## src/rtl/dmux2.sv

```systemverilog
// Registered 1-to-2 demultiplexer with per-channel valid flags and
// saturating route counters; the unselected output idles at IDLE_VAL.
module dmux2 #(
  parameter int               WIDTH    = 1,
  parameter logic [WIDTH-1:0] IDLE_VAL = {WIDTH{1'b0}},
  parameter int               CNT_W    = 8
) (
  input  logic             clk,
  input  logic             rst,
  input  logic             en,
  input  logic             s0,
  input  logic [WIDTH-1:0] d0,
  output logic [WIDTH-1:0] z0,
  output logic [WIDTH-1:0] z1,
  output logic             z0_vld,
  output logic             z1_vld,
  output logic [CNT_W-1:0] cnt0,
  output logic [CNT_W-1:0] cnt1
);

  localparam logic [CNT_W-1:0] CNT_ZERO = {CNT_W{1'b0}};
  localparam logic [CNT_W-1:0] CNT_ONE  = {{(CNT_W-1){1'b0}}, 1'b1};
  localparam logic [CNT_W-1:0] CNT_MAX  = {CNT_W{1'b1}};

  // Counter sticks at all-ones instead of wrapping.
  function automatic logic [CNT_W-1:0] sat_inc(input logic [CNT_W-1:0] cnt);
    if (cnt == CNT_MAX) begin
      sat_inc = cnt;
    end else begin
      sat_inc = cnt + CNT_ONE;
    end
  endfunction

  logic [WIDTH-1:0] z0_r, z1_r, z0_s, z1_s;
  logic             z0_vld_r, z1_vld_r, z0_vld_s, z1_vld_s;
  logic [CNT_W-1:0] cnt0_r, cnt1_r, cnt0_s, cnt1_s;

  // Next-state routing: hold everything unless enabled with a known select.
  always_comb begin
    z0_s     = z0_r;
    z1_s     = z1_r;
    z0_vld_s = z0_vld_r;
    z1_vld_s = z1_vld_r;
    cnt0_s   = cnt0_r;
    cnt1_s   = cnt1_r;
    if (en) begin
      case (s0)
        1'b0: begin
          z0_s     = d0;
          z1_s     = IDLE_VAL;
          z0_vld_s = 1'b1;
          z1_vld_s = 1'b0;
          cnt0_s   = sat_inc(cnt0_r);
        end
        1'b1: begin
          z0_s     = IDLE_VAL;
          z1_s     = d0;
          z0_vld_s = 1'b0;
          z1_vld_s = 1'b1;
          cnt1_s   = sat_inc(cnt1_r);
        end
        default: begin
          z0_s     = z0_r;
          z1_s     = z1_r;
          z0_vld_s = z0_vld_r;
          z1_vld_s = z1_vld_r;
          cnt0_s   = cnt0_r;
          cnt1_s   = cnt1_r;
        end
      endcase
    end else begin
      z0_s = z0_r;
      z1_s = z1_r;
    end
  end

  // State registers; reset overrides every other input.
  always_ff @(posedge clk) begin
    if (rst) begin
      z0_r     <= IDLE_VAL;
      z1_r     <= IDLE_VAL;
      z0_vld_r <= 1'b0;
      z1_vld_r <= 1'b0;
      cnt0_r   <= CNT_ZERO;
      cnt1_r   <= CNT_ZERO;
    end else begin
      z0_r     <= z0_s;
      z1_r     <= z1_s;
      z0_vld_r <= z0_vld_s;
      z1_vld_r <= z1_vld_s;
      cnt0_r   <= cnt0_s;
      cnt1_r   <= cnt1_s;
    end
  end

  assign z0     = z0_r;
  assign z1     = z1_r;
  assign z0_vld = z0_vld_r;
  assign z1_vld = z1_vld_r;
  assign cnt0   = cnt0_r;
  assign cnt1   = cnt1_r;

endmodule

```

## config.mk

```make
export PLATFORM = sky130hd
export DESIGN_NAME = dmux2
export DESIGN_NICKNAME = d
export VERILOG_FILES = /design/src/rtl/dmux2.sv
export SDC_FILE = /design/constraint.sdc
export NUM_CORES = 1
export LEC_CHECK = 0
export BUFFER_PORTS_ARGS = -buffer_cell sky130_fd_sc_hd__buf_2
export CORE_MARGIN = 2
export CORE_UTILIZATION = 45
export CTS_BUF_LIST = sky130_fd_sc_hd__clkbuf_4 sky130_fd_sc_hd__clkbuf_8 sky130_fd_sc_hd__clkbuf_16
export CTS_CLUSTER_SIZE = 24
export DETAILED_ROUTE_END_ITERATION = 7
export HOLD_SLACK_MARGIN = 0.12
export PLACE_DENSITY = 0.84
export SYNTH_ARGS = -nofsm -noshare
export SYNTH_HDL_FRONTEND = slang
export SYNTH_SLANG_ARGS = --single-unit
```

## constraint.sdc

```tcl
create_clock -name clk -period 1.3 [get_ports clk]
set_input_delay 0.13 -clock clk [delete_from_list [all_inputs] [get_ports clk]]
set_output_delay 0.13 -clock clk [all_outputs]
set_load 0.02 [all_outputs]
```

==> key figures <==
Place
  • Cell total after placement: 153
  • PortBufs: 24
  • Dpl ws: -39.8 ps
  • HPWL Detailed: 1460 um
  • GP Congestion: 0.737

Yosys
  • Syn nets: 107
  • Synth top area cells: dfxtp_1 43%, xor2_1 8.5%, nor2_1 7.3%
  • Syn. warnings: 0
  • Post-synthesis register bit count: 20
  • Cell Area, Synth: 930 um^2
  • Post-synth EDFFs: 0
  • Yosys top cell by area: dfxtp_1
  • Syn_area_per_cell: 9.30 um^2
  • Top-count cell post-synth: dfxtp_1
  • Mapped Cells: 100
  • Seq/Total Area, Yosys: 43.1%
  • Netlist cell types: 31
  • Fraction of registers with async set/reset: 0%
  • Synth top cells by count: 20 x dfxtp_1, 18 x nor2_1, 9 x xor2_1
  • Ys flop type: dfxtp_1
  • Post-synth top area share: 43.1%

Detailed routing
  • Number of nets with antenna violations after routing: 0
  • Wirelength per Cell: 12.9 um
  • Residual DRC: 0
  • DR vias/cell: 5.29
  • Number of vias in the routed layout: 863
  • Final wirelength: 2110 um
  • Initial DRT Pass Iterations: 3
  • 1st-iter DRT viols: 10

CTS
  • CTS tree: built
  • CTS root buffer: clkbuf_4
  • CTS clock-pin slew for the worst setup and hold paths: 110 ps
  • Clk_lat worst skew: 290 ps
  • Num CTS Buffers: 3
  • CTS sink count: 20
  • Longest Clk Path Bufs: 2
  • CTS H-tree depth: 1

Timing
  • Final worst path period need: 1270 ps
  • Slew headroom: 75.6%
  • Fmax: 786 MHz
  • Final Hold Viols: 0
  • Final Slew Violations: 0
  • RSZ-0062 raised after global routing: true
  • Final-report setup violation count: 0
  • Slew of the pin with the lowest slew margin: 366 ps
  • Worst setup margin: 26.9 ps
  • Period utilisation layout: 97.9%
  • Worst Skew: 8.73 ps

Worst setup path
  • FF-to-FF path depth: 5
  • Critical Path Start Type: register
  • Cells along the critical path: ha_4, nand3_4, o21ai_4, or3_1, a21oi_2
  • WS Path Type: reg2reg
  • Slowest stage delay, CP: 380 ps
  • Crit path buf inv count: 0
  • Critical Path End Type: register
  • Largest fanout on the critical path: 5
  • Critical path's top delay family: simple AND/OR/NAND/NOR gates
  • WP data required: 1530 ps
  • CP max-delay cell: dfxtp_4
  • FF-to-FF Start: cnt0[0]$_SDFFE_PP0P_
  • FF-to-FF setup slack: 30 ps
  • CP Launch Point: cnt0[0]$_SDFFE_PP0P_
  • Reg-to-Reg End: cnt0[5]$_SDFFE_PP0P_
  • Crit path DAT: 1500 ps

Power and ir drop
  • Leakage power: 0.576 nW
  • Pwr dens: 822 nW/um^2
  • Peak supply drop: 600 uV
  • Pwr Total: 0.00107 W

GRT
  • Total Routing Usage GR: 17.1%
  • Antenna violations before repair: 0
  • Met2 usage: 30.6%
  • GR peak layer: met2
  • First-pass GRT wire length: 3260 um
  • Vias in the first global route: 772
  • Met1 Track Usage GR: 20.1%
  • Largest net degree at the start of global routing: 21
  • Met3 Use GR: 2.73%
  • Remaining global-route overflow: 0

Finish
  • Antenna fix cells: 0
  • Area grow syn2layout: 39.6%
  • Non-filler cells, final: 163
  • Layout cells sized above 1: 46.3%
  • Fillers: 177
  • Final nets: 144

Min path
  • Hold endpoint: z1$_SDFFE_PP0P_
  • Worst hold stages: 3
  • Min-delay worst type: in2reg
  • Hold_sp: s0

Die
  • Starting Density: 47.4%
  • Die ar.: 2450 um^2
  • Die X: 49.5 um
  • # rows: 16
  • Die Span Y: 49.5 um
  • Top Ports: 25
  • Core ar.: 1960 um^2

Outcome
  • Status: finished clean

Run
  • Maxcap violations: 0
==> tightest hold or removal path: stages <==
cell and delay [ps]:
buf_2 160, nand3_1 80, a21oi_1 60
==> per-stage QoR <==
| stage | setup TNS (ps) | hold WS [ps] | instance area, um^2 | utilization, % |
|---|---|---|---|---|
| after detailed placement | -94.6 | 399 | 1130 | 57.8 |
| after global routing | -204 | 189 | 1300 | 66.1 |
| after floorplan | 0 | 269 | 955 | - |
| after global placement | 0 | 385 | 1130 | 57.8 |
| final | 0 | 192 | 1300 | 66.1 |
| after CTS | -30.6 | 173 | 1210 | 61.7 |
==> area by class of cell <==
class	count	area [um^2]	share of cell area, %
Clock buffer	4	30.0	2.31
Inverter	1	3.75	0.289
Multi-Input combinational cell	76	597	46.0
Sequential cell	20	424	32.7
Tap cell	27	33.8	2.60
Timing Repair Buffer	35	209	16.1
==> kinds of logic after synthesis <==
kind of cell / count (synthesis) / share of synthesized area (%)
and+or+nand+nor: 45 / 26.4
adders and majority gates: 2 / 2.69
DFF: 20 / 43.1
AOI/OAI and AO/OA: 14 / 11.3
xor gates and xnor gates: 10 / 9.42
muxes: 5 / 5.38
buffers and inverters: 4 / 1.75
==> worst max path at each step <==
stage               cells after the start  slack, ps                    to
finish                                  5         30  cnt0[5]$_SDFFE_PP0P_
global route                            4        -50  cnt0[1]$_SDFFE_PP0P_
CTS                                     4        -20  cnt0[1]$_SDFFE_PP0P_
detailed placement                      5        -40  cnt0[5]$_SDFFE_PP0P_
global placement                        5         30  cnt0[5]$_SDFFE_PP0P_
floorplan                               5          2  cnt0[6]$_SDFFE_PP0P_
==> metal layers <==
metal  wire, um  share of wire, %
met4         13              0.62
met3         77               3.7
met1        893                42
met5          0                 0
met2       1120                53
==> what timing repair did <==
| item | in CTS | in global routing |
|---|---|---|
| setup endpoints to repair | 6 | 10 |
| gates resized for setup | 6 | 9 |
| hold endpoints to repair | 2 | 0 |
| hold buffers | 1 | 0 |
| buffers inserted | 0 | 5 |
| pin swaps | 2 | 11 |
==> state kept, by name, summed over array words and instances (netlist names) <==
signal,count
z0_vld,1
cnt1,8
cnt0,8
z1_vld,1
z1,1
z0,1
==> power by group <==
part	internal (W)	total (W)	switching [W]	leakage [nW]
combinational	0.0000472	0.000113	0.0000659	0.388
sequential	0.000623	0.000637	0.0000135	0.169
clock	0.000140	0.000317	0.000177	0.0184
==> cells in the final DEF (no fill, tap or decap), drive strengths merged, types with 2 or more instances in the layout <==
cell    instances
and3            3
a21oi           4
nand2b          4
clkbuf          4
nand3           6
nor2           18
buf            34
dfxtp          20
nor2b           2
ha              2
xor2            9
nand4           3
o211ai          5
nand2           3
o21ai           3
mux2i           5
No activity file was read; power rests on OpenSTA's default activity.
